--- config.mk ---
export PLATFORM = sky130hd
export DESIGN_NAME = boot_loader
export DESIGN_NICKNAME = d
export VERILOG_FILES = /design/src/rtl/boot_loader.sv
export SDC_FILE = /design/constraint.sdc
export NUM_CORES = 1
export LEC_CHECK = 0
export BUFFER_PORTS_ARGS = -buffer_cell sky130_fd_sc_hd__buf_2
export CAP_MARGIN = 20
export CORE_MARGIN = 2
export CORE_UTILIZATION = 60
export CTS_CLUSTER_SIZE = 8
export DETAILED_ROUTE_END_ITERATION = 7
export HOLD_SLACK_MARGIN = 0.02
export PLACE_DENSITY = 0.89
export SLEW_MARGIN = 5
export SYNTH_ARGS = -nofsm -noshare
export SYNTH_HDL_FRONTEND = slang
export SYNTH_SLANG_ARGS = --single-unit
--- constraint.sdc ---
create_clock -name clk -period 4.7 [get_ports clk]
set_input_delay 0.705 -clock clk [delete_from_list [all_inputs] [get_ports clk]]
set_output_delay 0.705 -clock clk [all_outputs]
set_load 0.005 [all_outputs]
--- src/rtl/boot_loader.sv ---
// Stream-driven program/data loader: decodes segment headers, writes payload words
// into the instruction or data BRAM, and holds the CPU stalled until a terminator header.
module boot_loader #(
    parameter int unsigned DATA_WIDTH = 32,
    parameter int unsigned ADDR_WIDTH = 10,
    parameter int unsigned I_DEPTH    = 256,
    parameter int unsigned D_DEPTH    = 256
) (
    input  logic                  clk,
    input  logic                  rst,
    input  logic                  start,
    input  logic                  s_valid,
    output logic                  s_ready,
    input  logic [DATA_WIDTH-1:0] s_data,
    output logic [ADDR_WIDTH-1:0] i_w_addr,
    output logic [DATA_WIDTH-1:0] i_w_dat,
    output logic                  i_w_enb,
    output logic [ADDR_WIDTH-1:0] d_w_addr,
    output logic [DATA_WIDTH-1:0] d_w_dat,
    output logic                  d_w_enb,
    output logic                  cpu_stall,
    output logic                  init_done,
    output logic                  error,
    output logic [15:0]           words_loaded
);

    localparam int unsigned BASE_W = 15;
    localparam int unsigned CNT_W  = 16;
    localparam int unsigned SUM_W  = 17;

    typedef enum logic [2:0] {
        IDLE,
        HEADER,
        PAYLOAD,
        DONE,
        ERROR
    } state_t;

    state_t state, state_n;

    logic              seg_tgt, seg_tgt_n;
    logic [BASE_W-1:0] seg_base, seg_base_n;
    logic [CNT_W-1:0]  seg_cnt, seg_cnt_n;
    logic [CNT_W-1:0]  seg_idx, seg_idx_n;

    logic                  s_ready_n;
    logic [ADDR_WIDTH-1:0] i_w_addr_n, d_w_addr_n;
    logic [DATA_WIDTH-1:0] i_w_dat_n, d_w_dat_n;
    logic                  i_w_enb_n, d_w_enb_n;
    logic                  cpu_stall_n, init_done_n, error_n;
    logic [15:0]           words_n;

    // Header fields and the 17-bit bounds sum (cannot wrap)
    logic              xfer;
    logic              hdr_tgt;
    logic [BASE_W-1:0] hdr_base;
    logic [CNT_W-1:0]  hdr_cnt;
    logic [SUM_W-1:0]  hdr_end;
    logic [SUM_W-1:0]  hdr_lim;
    logic [SUM_W-1:0]  wr_word;
    logic [ADDR_WIDTH-1:0] wr_addr;

    assign xfer     = s_valid && s_ready;
    assign hdr_tgt  = s_data[31];
    assign hdr_base = s_data[30:16];
    assign hdr_cnt  = s_data[15:0];
    assign hdr_end  = SUM_W'(hdr_base) + SUM_W'(hdr_cnt);
    assign hdr_lim  = hdr_tgt ? SUM_W'(D_DEPTH) : SUM_W'(I_DEPTH);
    assign wr_word  = SUM_W'(seg_base) + SUM_W'(seg_idx);
    assign wr_addr  = ADDR_WIDTH'({wr_word, 2'b00});

    // Next-state and next-output logic; outputs are registered from these values
    always_comb begin
        state_n    = state;
        seg_tgt_n  = seg_tgt;
        seg_base_n = seg_base;
        seg_cnt_n  = seg_cnt;
        seg_idx_n  = seg_idx;
        i_w_addr_n = i_w_addr;
        i_w_dat_n  = i_w_dat;
        i_w_enb_n  = 1'b0;
        d_w_addr_n = d_w_addr;
        d_w_dat_n  = d_w_dat;
        d_w_enb_n  = 1'b0;
        words_n    = words_loaded;

        case (state)
            IDLE: begin
                if (start) begin
                    state_n = HEADER;
                    words_n = '0;
                end
            end
            HEADER: begin
                if (xfer) begin
                    if (hdr_cnt == '0) begin
                        state_n = DONE;
                    end else if (hdr_end > hdr_lim) begin
                        state_n = ERROR;
                    end else begin
                        seg_tgt_n  = hdr_tgt;
                        seg_base_n = hdr_base;
                        seg_cnt_n  = hdr_cnt;
                        seg_idx_n  = '0;
                        state_n    = PAYLOAD;
                    end
                end
            end
            PAYLOAD: begin
                if (xfer) begin
                    if (seg_tgt) begin
                        d_w_enb_n  = 1'b1;
                        d_w_addr_n = wr_addr;
                        d_w_dat_n  = s_data;
                    end else begin
                        i_w_enb_n  = 1'b1;
                        i_w_addr_n = wr_addr;
                        i_w_dat_n  = s_data;
                    end
                    seg_idx_n = CNT_W'(seg_idx + CNT_W'(1));
                    if (words_loaded != 16'hFFFF) begin
                        words_n = 16'(words_loaded + 16'd1);
                    end
                    if (CNT_W'(seg_idx + CNT_W'(1)) == seg_cnt) begin
                        state_n = HEADER;
                    end
                end
            end
            DONE, ERROR: begin
                if (start) begin
                    state_n = HEADER;
                    words_n = '0;
                end
            end
            default: begin
                state_n = IDLE;
            end
        endcase

        s_ready_n   = (state_n == HEADER) || (state_n == PAYLOAD);
        cpu_stall_n = (state_n != DONE);
        init_done_n = (state_n == DONE);
        error_n     = (state_n == ERROR);
    end

    // State, segment context and registered outputs
    always_ff @(posedge clk or negedge rst) begin
        if (!rst) begin
            state        <= IDLE;
            seg_tgt      <= 1'b0;
            seg_base     <= '0;
            seg_cnt      <= '0;
            seg_idx      <= '0;
            s_ready      <= 1'b0;
            i_w_addr     <= '0;
            i_w_dat      <= '0;
            i_w_enb      <= 1'b0;
            d_w_addr     <= '0;
            d_w_dat      <= '0;
            d_w_enb      <= 1'b0;
            cpu_stall    <= 1'b1;
            init_done    <= 1'b0;
            error        <= 1'b0;
            words_loaded <= '0;
        end else begin
            state        <= state_n;
            seg_tgt      <= seg_tgt_n;
            seg_base     <= seg_base_n;
            seg_cnt      <= seg_cnt_n;
            seg_idx      <= seg_idx_n;
            s_ready      <= s_ready_n;
            i_w_addr     <= i_w_addr_n;
            i_w_dat      <= i_w_dat_n;
            i_w_enb      <= i_w_enb_n;
            d_w_addr     <= d_w_addr_n;
            d_w_dat      <= d_w_dat_n;
            d_w_enb      <= d_w_enb_n;
            cpu_stall    <= cpu_stall_n;
            init_done    <= init_done_n;
            error        <= error_n;
            words_loaded <= words_n;
        end
    end

endmodule

# Yosys cells after proc, flatten, opt, wreduce, memory -nomap -nowiden
# Index checks and enable logic that the tools add are counted.
# op_classes
n_addsub,4
n_lt_le_gt_ge,1
n_eq_ne,17
mux,22
n_bitwise,3
reduce_logical,12
# ops
cell,count
$mux W16,7
$pmux W16 S2,2
$add A16 B1 Y16 const B,2
$mux W3,6
$add A15 B16 Y17,1
$gt A17 B9 Y1 const B,1
$eq A16 B16 Y1,1
$logic_not A16 Y1,1
$ne A16 B16 Y1 const B,1
$eq A3 B2 Y1 const B,4
$ne A2 B2 Y1 const B,5
$pmux W3 S3,1
$add A8 B8 Y8,1
$reduce_and A4 Y1,2
$eq A3 B1 Y1 const B,2
$eq A3 B3 Y1 const B,2
$mux W1,6
$reduce_and A3 Y1,2
$reduce_and A5 Y1,1
$reduce_bool A2 Y1,2
$logic_not A3 Y1,1
$ne A3 B2 Y1 const B,1
$not A1 Y1,3
$reduce_or A3 Y1,1
other kinds (3),3
# word_totals
regBits,146
output_inout_bits,106
word_cells,75

# Logic depth before layout (Yosys ltp)
# Gate-level depths: netlist (run 1).
# logic_depth
word_depth,8
mapped_depth,11
depth_no_buf,11

# Worst setup path before layout (run 1)
# OpenSTA, ideal clock, no wires.
# synth_timing
kind,input port to flip-flop
from,input s_data[0]
to,register seg_base[0]
arrival_ns,3.379
required_time_ns,4.575
slack_ns,1.196
path_stages,11
n_path_buf,1
path_cell_list,ha_1 > fa_1 > a21o_1 > a221o_1 > a311oi_1 > xor2_1 > o21ai_1 > nor4b_4 > nand3_4 > buf_6 > mux2_2
# synth_via
elab_chain_cells,4
word_cells_on_any_way,6
# synth_rtl
element,line,text
from (decl),14,"input logic [DATA_WIDTH-1:0] s_data,"
$add A15 B16 Y17,67,assign hdr_end = SUM_W'(hdr_base) + SUM_W'(hdr_cnt);
$gt A17 B9 Y1,98,end else if (hdr_end > hdr_lim) begin
$not A1 Y1 (no source line),--,
$reduce_and A4 Y1 (no source line) (*),--,
to (signal assigned),168,seg_base <= seg_base_n;
to (decl),42,"logic [BASE_W-1:0] seg_base, seg_base_n;"
# Mark *: on every way between the ends. The rest lies on a longest branch, timed or not.
# A chain may end at the register's enable or synchronous reset.

# Worst setup path after layout (run 1)
# layout_timing
from,input s_data[0]
to,register seg_base[2]
# Same word-level chain as after synthesis.

==> impl_table.tex, run 1 <==
\begin{tabular}{lr}
\hline
Metric & Value \\
\hline
\multicolumn{2}{l}{\textbf{Clock tree}} \\
Clock Tree Buf Depth & 2 \\
Clock edge transition at the registers on the reported setup and hold paths & 0.06 ns \\
CTS-repair resized insts & 0 \\
Count of hold buffers inserted by post-cts repair & 0 \\
Source-to-sink clock delay at the later pin of the worst-skew pair & 0.44 ns \\
H-tree depth & 4 \\
Root Buffer & sky130\_fd\_sc\_hd\_\_clkbuf\_16 \\
Total CTS buffers & 17 \\
Total number of clock tree sinks & 146 \\
Clock tree from TritonCTS & yes \\
Postcts setup bufs & 0 \\
\multicolumn{2}{l}{\textbf{STA}} \\
Fmax & 0.2760 GHz \\
Share of the cycle needed by the critical path after routing & 0.7708 \\
Total negative slack & 0 ns \\
Final count of hold timing violations & 0 \\
Final count of pins violating max slew & 0 \\
Slew at the pin closest to its max-slew limit & 1.027 ns \\
Period minus WS final & 3.623 ns \\
Setup repair after global routing missed its margin & no \\
Endpoints failing setup & 0 \\
Max-slew headroom at the worst pin & 0.3147 \\
Maximum clock skew at final layout & 0.009433 ns \\
\multicolumn{2}{l}{\textbf{Synthesis}} \\
Post-Syn Area per Cell & 10.26 sq um \\
Number of instances in the synthesized netlist & 734 \\
Top\_reg\_cell synth & sky130\_fd\_sc\_hd\_\_dfrtp\_1 \\
Yosys top cell by area & sky130\_fd\_sc\_hd\_\_dfrtp\_1 \\
Total number of yosys warnings & 0 \\
Area contributors post-synth & sky130\_fd\_sc\_hd\_\_dfrtp\_1 48\%, sky130\_fd\_sc\_hd\_\_mux2\_2 9.4\%, sky130\_fd\_sc\_hd\_\_nand2\_1 7.1\% \\
Syn Std Cell Area & 7532 sq um \\
Async set-or-reset flop fraction in the synthesized netlist & 1.000 \\
Top-area cell type share of the netlist area & 0.4817 \\
Post-synthesis sequential element count & 146 \\
Number of different library cells in the post-synthesis netlist & 62 \\
Post-synthesis sequential area ratio & 0.4852 \\
EDFF count, synth & 0 \\
\multicolumn{2}{l}{\textbf{Setup path}} \\
Critical Setup Path Class & primary input to flop \\
Critical path cell sequence & buf\_2, ha\_1, fa\_1, a21o\_1, a221o\_1, a311oi\_1, xor2\_1, o21ai\_1, nor4b\_4, nand3\_4, mux2\_2 \\
Startpoint class of the critical path & primary input \\
Worst r2r path cells & 10 \\
Critical R2R Capture & init\_done\$\_DFF\_PN0\_ \\
Worst path slowest cell & sky130\_fd\_sc\_hd\_\_mux2\_2 \\
CP Data Required Time & 5.02 ns \\
Worst-path fanout max & 26 \\
Crit path buf inv count & 1 \\
Data arrival time at the worst-slack endpoint & 3.94 ns \\
R2R Setup Slk & 1.18 ns \\
Reg-to-Reg Start & seg\_idx[0]\$\_DFFE\_PN0P\_ \\
Stage delay of the slowest cell on the critical path & 0.42 ns \\
Capturing element type of the critical path & flop \\
Category of cells accounting for the largest share of critical-path delay & compound AO/OA/AOI/OAI gates \\
\multicolumn{2}{l}{\textbf{Power}} \\
Leakage power figure & 4.793 nW \\
Sequential power share & 0.418 \\
Total internal power & 2.412 mW \\
Power after layout & 3.236 mW \\
Power density over the cells & 360.4 nW/um\^{}2 \\
Sw power & 0.8242 mW \\
Peak ir drop on the vdd network & 275.5 uV \\
Power share of the combinational group & 0.122 \\
Switching power as a share of total power & 0.2547 \\
Clk pwr share & 0.460 \\
\multicolumn{2}{l}{\textbf{Die}} \\
Area of the core region & 12110 sq um \\
Floorplan die area & 13470 sq um \\
DIE WIDTH & 116.0 um \\
Effective utilization at floorplan & 0.6219 \\
Count of pins on the block boundary & 142 \\
Num rows & 40 \\
Vertical die dimension & 116.0 um \\
\multicolumn{2}{l}{\textbf{Place}} \\
HPWL after detailed placement & 13.73 mm \\
Port bufs & 137 \\
Final estimated routing congestion in global placement & 0.9204 \\
Instance count after placement with tap cells included & 1012 \\
\multicolumn{2}{l}{\textbf{Route}} \\
Detailed router's first-iteration violation count & 459 \\
Detailed Routing Iterations Pass 1 & 5 \\
Remaining routing DRC violations & 0 \\
DR WL/cell & 18.88 um \\
Post-DR vias/cell & 5.972 \\
Routed Antenna Nets & 0 \\
DR vias & 6235 \\
Routed Wire Length & 19.71 mm \\
\multicolumn{2}{l}{\textbf{Finish}} \\
Fill cell instance count of the final layout & 830 \\
Most common library cell in the layout ignoring fill and taps & sky130\_fd\_sc\_hd\_\_dfrtp\_1 \\
Nets & 925 \\
Filler-free cell count of the finished design & 1044 \\
Ant diodes & 0 \\
Layout cell share with drive strength beyond 1 & 0.2820 \\
Commonest cells after routing, fill and taps aside & 145 x sky130\_fd\_sc\_hd\_\_dfrtp\_1, 141 x sky130\_fd\_sc\_hd\_\_nand2\_1, 136 x sky130\_fd\_sc\_hd\_\_buf\_2 \\
Area delta synth->final & 19.20\% \\
\multicolumn{2}{l}{\textbf{Global routing}} \\
Remaining global-route overflow & 0 \\
GRT Overall Usage & 0.3113 \\
Via count of the first global-routing pass & 6193 \\
Largest net degree at the start of global routing & 68 \\
First-pass GRT wire length & 31.63 mm \\
Number of antenna violations at the first check in global routing & 0 \\
\multicolumn{2}{l}{\textbf{Outcome}} \\
Run status & complete, no violations \\
\multicolumn{2}{l}{\textbf{Flow run}} \\
Max Cap Violations & 0 \\
\multicolumn{2}{l}{\textbf{Worst hold path}} \\
Hold crit path type & primary input to async pin \\
\hline
\end{tabular}
-- state kept, by name, indices dropped and copies added, names as in the netlist, 3 cells and up --
register and cells:
i_w_addr 8, words_loaded 16, seg_base 8, d_w_addr 8
seg_idx 16, state 3, seg_cnt 16, d_w_dat 32
i_w_dat 32
-- layer usage --
metal  vias up  global-route usage  part of all wire
li1       2819                   -                 -
met1      3060              0.3909              0.39
met2       306              0.5201              0.50
met3        50             0.07165             0.073
met4         0              0.1349             0.031
met5         -                   0                 0
-- worst max-delay path by stage --
| stage | from | endpoint | depth (start not counted) | slack [ns] |
|---|---|---|---|---|
| after floorplan | s_data[0] | seg_base[0]$_DFFE_PN0P_ | 11 | 1.20 |
| after global placement | s_data[16] | seg_base[0]$_DFFE_PN0P_ | 11 | 0.81 |
| after detailed placement | s_data[0] | seg_base[3]$_DFFE_PN0P_ | 11 | 0.68 |
| after CTS | s_data[0] | seg_base[3]$_DFFE_PN0P_ | 11 | 1.12 |
| after global routing | s_data[0] | seg_base[2]$_DFFE_PN0P_ | 11 | 0.94 |
| final | s_data[0] | seg_base[2]$_DFFE_PN0P_ | 11 | 1.08 |
-- layout make-up --
type | instances | area [sq um] | area share
Clock buffer | 19 | 442.9 | 0.04933
Clock inverter | 13 | 206.4 | 0.02299
Inverter | 15 | 56.30 | 0.006271
Multi-Input combinational cell | 538 | 3656 | 0.4072
Sequential cell | 146 | 3655 | 0.4071
Tap cell | 168 | 210.2 | 0.02341
Timing Repair Buffer | 145 | 752.0 | 0.08375
-- synthesized netlist by cell type (all sizes together), types with 7 or more instances --
library cell  number
a21o              18
a21oi             19
and2               7
and3               7
buf               15
clkbuf            23
dfrtp            145
ha                24
inv               15
mux2              63
nand2            142
nand3             22
nand4             11
nor2              37
nor3              12
nor4               9
o211ai             7
o21ai             20
o2bb2ai            7
xnor2             28
xor2              23
-- cells by family (layout without fill, tap and decap cells) --
group                    count (synthesis)  count (layout)  share of synthesized area
buffers and inverters                   53             192                    0.03123
flip-flops                             146             146                     0.4852
other                                    1               4                  0.0004979
AO/OA/AOI/OAI                          113             113                     0.1050
multiplexers                            69              69                     0.1022
XOR/XNOR                                51              51                    0.05930
AND/OR/NAND/NOR                        275             275                     0.1714
adder cells (fa/ha/maj)                 26              26                    0.04518
-- power by group through the flow --
| stage | combinational [mW] | clock, mW | sequential, mW |
|---|---|---|---|
| 2_1_floorplan | 0.252 | 0 | 1.36 |
| 3_3_place_gp | 0.377 | 0 | 1.37 |
| 3_5_place_dp | 0.387 | 0 | 1.37 |
| 4_1_cts | 0.393 | 1.49 | 1.35 |
| 5_1_grt | 0.437 | 1.55 | 1.36 |
| 6_report | 0.395 | 1.49 | 1.35 |
-- metrics by stage --
| step | hold slack (ns) | area [sq um] | util | setup WS, ns |
|---|---|---|---|---|
| 2_1_floorplan | 0.4094 | 7543 | - | 1.196 |
| 3_5_place_dp | 0.4570 | 8329 | 0.6877 | 0.6766 |
| 3_3_place_gp | 0.4532 | 8329 | 0.6877 | 0.8143 |
| 5_1_grt | 0.3062 | 8979 | 0.7413 | 0.9415 |
| 6_report | 0.2675 | 8979 | 0.7413 | 1.077 |
| 4_1_cts | 0.2841 | 8979 | 0.7413 | 1.117 |
(Power assumes the default switching activity.)
==> run 2: changes to the inputs <==
--- a/config.mk
+++ b/config.mk
@@ -8,11 +8,11 @@
 export BUFFER_PORTS_ARGS = -buffer_cell sky130_fd_sc_hd__buf_2
 export CAP_MARGIN = 20
 export CORE_MARGIN = 2
-export CORE_UTILIZATION = 60
+export CORE_UTILIZATION = 51
 export CTS_CLUSTER_SIZE = 8
 export DETAILED_ROUTE_END_ITERATION = 7
 export HOLD_SLACK_MARGIN = 0.02
-export PLACE_DENSITY = 0.89
+export PLACE_DENSITY = 0.81
 export SLEW_MARGIN = 5
 export SYNTH_ARGS = -nofsm -noshare
 export SYNTH_HDL_FRONTEND = slang
==> constraint.sdc (replaced) <==
create_clock -name clk -period 3.2 [get_ports clk]
set_input_delay 0.48 -clock clk [delete_from_list [all_inputs] [get_ports clk]]
set_output_delay 0.48 -clock clk [all_outputs]
set_load 0.005 [all_outputs]
==> run 2 against run 1 <==
Effect of this change:
- sequential share of layout area is 1.8 points lower
- clock-buffer cell count is 5 higher
- register-to-register slack worse by 0.89 ns
- cell count is 6.7% higher
- combinational power is 62% higher
- critical path type unchanged
- largest cell class unchanged
==> impl_table.tex, run 2 (synthesized netlist as in run 1, its figures left out) <==
\begin{tabular}{lr}
\hline
Metric & Value \\
\hline
\multicolumn{2}{l}{\textbf{Finish}} \\
Filler-free cell count of the finished design & 1114 (+6.7\%) \\
Most common library cell in the layout ignoring fill and taps & sky130\_fd\_sc\_hd\_\_dfrtp\_1 \\
Post-layout util & 0.6493 (-0.09200) \\
Commonest cells after routing, fill and taps aside & 145 x sky130\_fd\_sc\_hd\_\_dfrtp\_1, 141 x sky130\_fd\_sc\_hd\_\_nand2\_1, 136 x sky130\_fd\_sc\_hd\_\_buf\_2 \\
Registers with the most flip-flops & d\_w\_dat: 32 flops, i\_w\_dat: 32 flops \\
Ant diodes & 0 (unchanged) \\
Area delta synth->final & 24.82\% \\
Layout cell share with drive strength beyond 1 & 0.3258 (+0.04384) \\
Nets & 979 (+5.8\%) \\
\multicolumn{2}{l}{\textbf{Die}} \\
Count of pins on the block boundary & 142 (unchanged) \\
Num rows & 44 (+10\%) \\
Effective utilization at floorplan & 0.5202 (-0.1017) \\
DIE WIDTH & 125.5 um (+8.2\%) \\
Area of the core region & 14480 sq um (+20\%) \\
Floorplan die area & 15760 sq um (+17\%) \\
Vertical die dimension & 125.5 um (+8.2\%) \\
\multicolumn{2}{l}{\textbf{Global routing}} \\
First-pass GRT wire length & 31.18 mm (-1.4\%) \\
Largest net degree at the start of global routing & 67 (-1.5\%) \\
GRT Overall Usage & 0.2472 (-0.06404) \\
Number of antenna violations at the first check in global routing & 0 (unchanged) \\
Remaining global-route overflow & 0 (unchanged) \\
Via count of the first global-routing pass & 6264 (+1.1\%) \\
\multicolumn{2}{l}{\textbf{Place}} \\
Port bufs & 137 (unchanged) \\
Final estimated routing congestion in global placement & 0.9163 (-0.45\%) \\
Instance count after placement with tap cells included & 1082 (+6.9\%) \\
Setup WS pre-CTS & -0.2186 ns (-0.8952 ns) \\
HPWL after detailed placement & 13.63 mm (-0.72\%) \\
\multicolumn{2}{l}{\textbf{Clock tree}} \\
Clock tree from TritonCTS & yes \\
Clock Tree Buf Depth & 2 (unchanged) \\
Source-to-sink clock delay at the later pin of the worst-skew pair & 0.43 ns (about the same) \\
H-tree depth & 4 (unchanged) \\
Clock edge transition at the registers on the reported setup and hold paths & 0.06 ns (about the same) \\
CTS-repair resized insts & 0 (unchanged) \\
Root Buffer & sky130\_fd\_sc\_hd\_\_clkbuf\_16 \\
Total CTS buffers & 17 (unchanged) \\
Postcts setup bufs & 0 (unchanged) \\
Total number of clock tree sinks & 146 (unchanged) \\
Count of hold buffers inserted by post-cts repair & 0 (unchanged) \\
\multicolumn{2}{l}{\textbf{Setup path}} \\
CP Data Required Time & 3.50 ns (-1.52 ns) \\
Startpoint class of the critical path & primary input \\
R2R Setup Slk & 0.29 ns (-0.89 ns) \\
Critical path cell sequence & buf\_2, ha\_4, fa\_2, a21o\_1, a221o\_1, a311oi\_2, xor2\_1, o21ai\_1, nor4b\_4, nand3\_4, buf\_12, mux2\_2 \\
Stage delay of the slowest cell on the critical path & 0.41 ns (about the same) \\
Capturing element type of the critical path & flop \\
Worst path slowest cell & sky130\_fd\_sc\_hd\_\_a221o\_1 \\
Category of cells accounting for the largest share of critical-path delay & compound AO/OA/AOI/OAI gates \\
Crit path buf inv count & 2 (+1) \\
Critical Setup Path Class & primary input to flop \\
Worst-path fanout max & 22 (-15\%) \\
Data arrival time at the worst-slack endpoint & 3.31 ns (-0.63 ns) \\
Worst r2r path cells & 9 (-1) \\
Number of stages on the worst setup path & 12 (+1) \\
\multicolumn{2}{l}{\textbf{Route}} \\
Detailed Routing Iterations Pass 1 & 5 (unchanged) \\
DR WL/cell & 17.03 um (-9.8\%) \\
Routed Antenna Nets & 0 (unchanged) \\
Detailed router's first-iteration violation count & 375 (-18\%) \\
Remaining routing DRC violations & 0 (unchanged) \\
Routed Wire Length & 18.97 mm (-3.7\%) \\
DR vias & 6226 (-0.14\%) \\
Post-DR vias/cell & 5.589 (-6.4\%) \\
\multicolumn{2}{l}{\textbf{STA}} \\
Final count of pins violating max slew & 0 (unchanged) \\
Max-slew headroom at the worst pin & 0.5785 (+0.2638) \\
Period minus WS final & 3.005 ns \\
Maximum clock skew at final layout & 0.006477 ns (-0.002956 ns) \\
Setup WS post-layout & 0.1948 ns (-0.8825 ns) \\
Setup repair after global routing missed its margin & no \\
Slew at the pin closest to its max-slew limit & 0.6322 ns (-0.3946 ns) \\
Fmax & 0.3328 GHz \\
Endpoints failing setup & 0 (unchanged) \\
Final count of hold timing violations & 0 (unchanged) \\
Share of the cycle needed by the critical path after routing & 0.9391 \\
\multicolumn{2}{l}{\textbf{Flow run}} \\
Max Cap Violations & 0 (unchanged) \\
\multicolumn{2}{l}{\textbf{Worst hold path}} \\
Hold crit path type & primary input to async pin \\
\multicolumn{2}{l}{\textbf{Power}} \\
Power density over the cells & 490.2 nW/um\^{}2 (+36\%) \\
Peak ir drop on the vdd network & 370.7 uV (+35\%) \\
Leakage power figure & 5.038 nW (+5.1\%) \\
Power after layout & 4.609 mW (+42\%) \\
\multicolumn{2}{l}{\textbf{Outcome}} \\
Run status & complete, no violations \\
\hline
\end{tabular}
run 2: cell types whose count changed in the layout (fill, tap and decap cells not counted), sizes merged:
cell / before / now
clkinv: 5 / 4
clkbuf: 19 / 24
buf: 145 / 199
bufinv: 5 / 2
inv: 16 / 15
run 2: through the flow:
stage / area, sq um / hold WS [ns] / TNS, ns
floorplan: 7571 / 0.1844 / 0
global placement: 8807 / 0.4537 / -6.302
detailed placement: 8807 / 0.4577 / -7.745
CTS: 9402 / 0.06373 / 0
global route: 9402 / 0.07731 / 0
finish: 9402 / 0.03218 / 0
run 2: where the power goes:
part / total [mW] / internal, mW / switching [mW]
clock network: 1.98 / 1.23 / 0.751
logic: 0.639 / 0.280 / 0.359
registers: 1.99 / 1.91 / 0.0770
total: 4.61 / 3.42 / 1.19
run 2: area by class of cell:
cell class,count,area (sq um)
clock inverters,8,102.6
inverters,15,56.30
clock buffers,24,491.7
flip-flops and latches,146,3655
repair buffers,199,1182
multi-input cells,538,3684
well taps,184,230.2
fillers,1111,5077
run 2: routing by layer:
layer | part of all wire | vias to the layer above | routed length [um] | track usage
met5 | 0 | - | 0 | 0
met4 | 0.0094 | 0 | 179 | 0.05621
met3 | 0.060 | 18 | 1137 | 0.06675
met2 | 0.50 | 192 | 9442 | 0.4235
met1 | 0.43 | 3081 | 8211 | 0.3149
li1 | - | 2935 | - | -
run 2: final timing paths:
kind | from | end
setup / recovery | s_data[0] | seg_cnt[3]$_DFFE_PN0P_
setup reg to reg | seg_idx[8]$_DFFE_PN0P_ | init_done$_DFF_PN0_
max in group asynchronous | rst | d_w_dat[21]$_DFFE_PN0P_
hold / removal | rst | words_loaded[8]$_DFFE_PN0P_
hold reg to reg | i_w_dat[16]$_DFFE_PN0P_ | i_w_dat[16]$_DFFE_PN0P_
min in group clk | s_data[26] | i_w_dat[26]$_DFFE_PN0P_
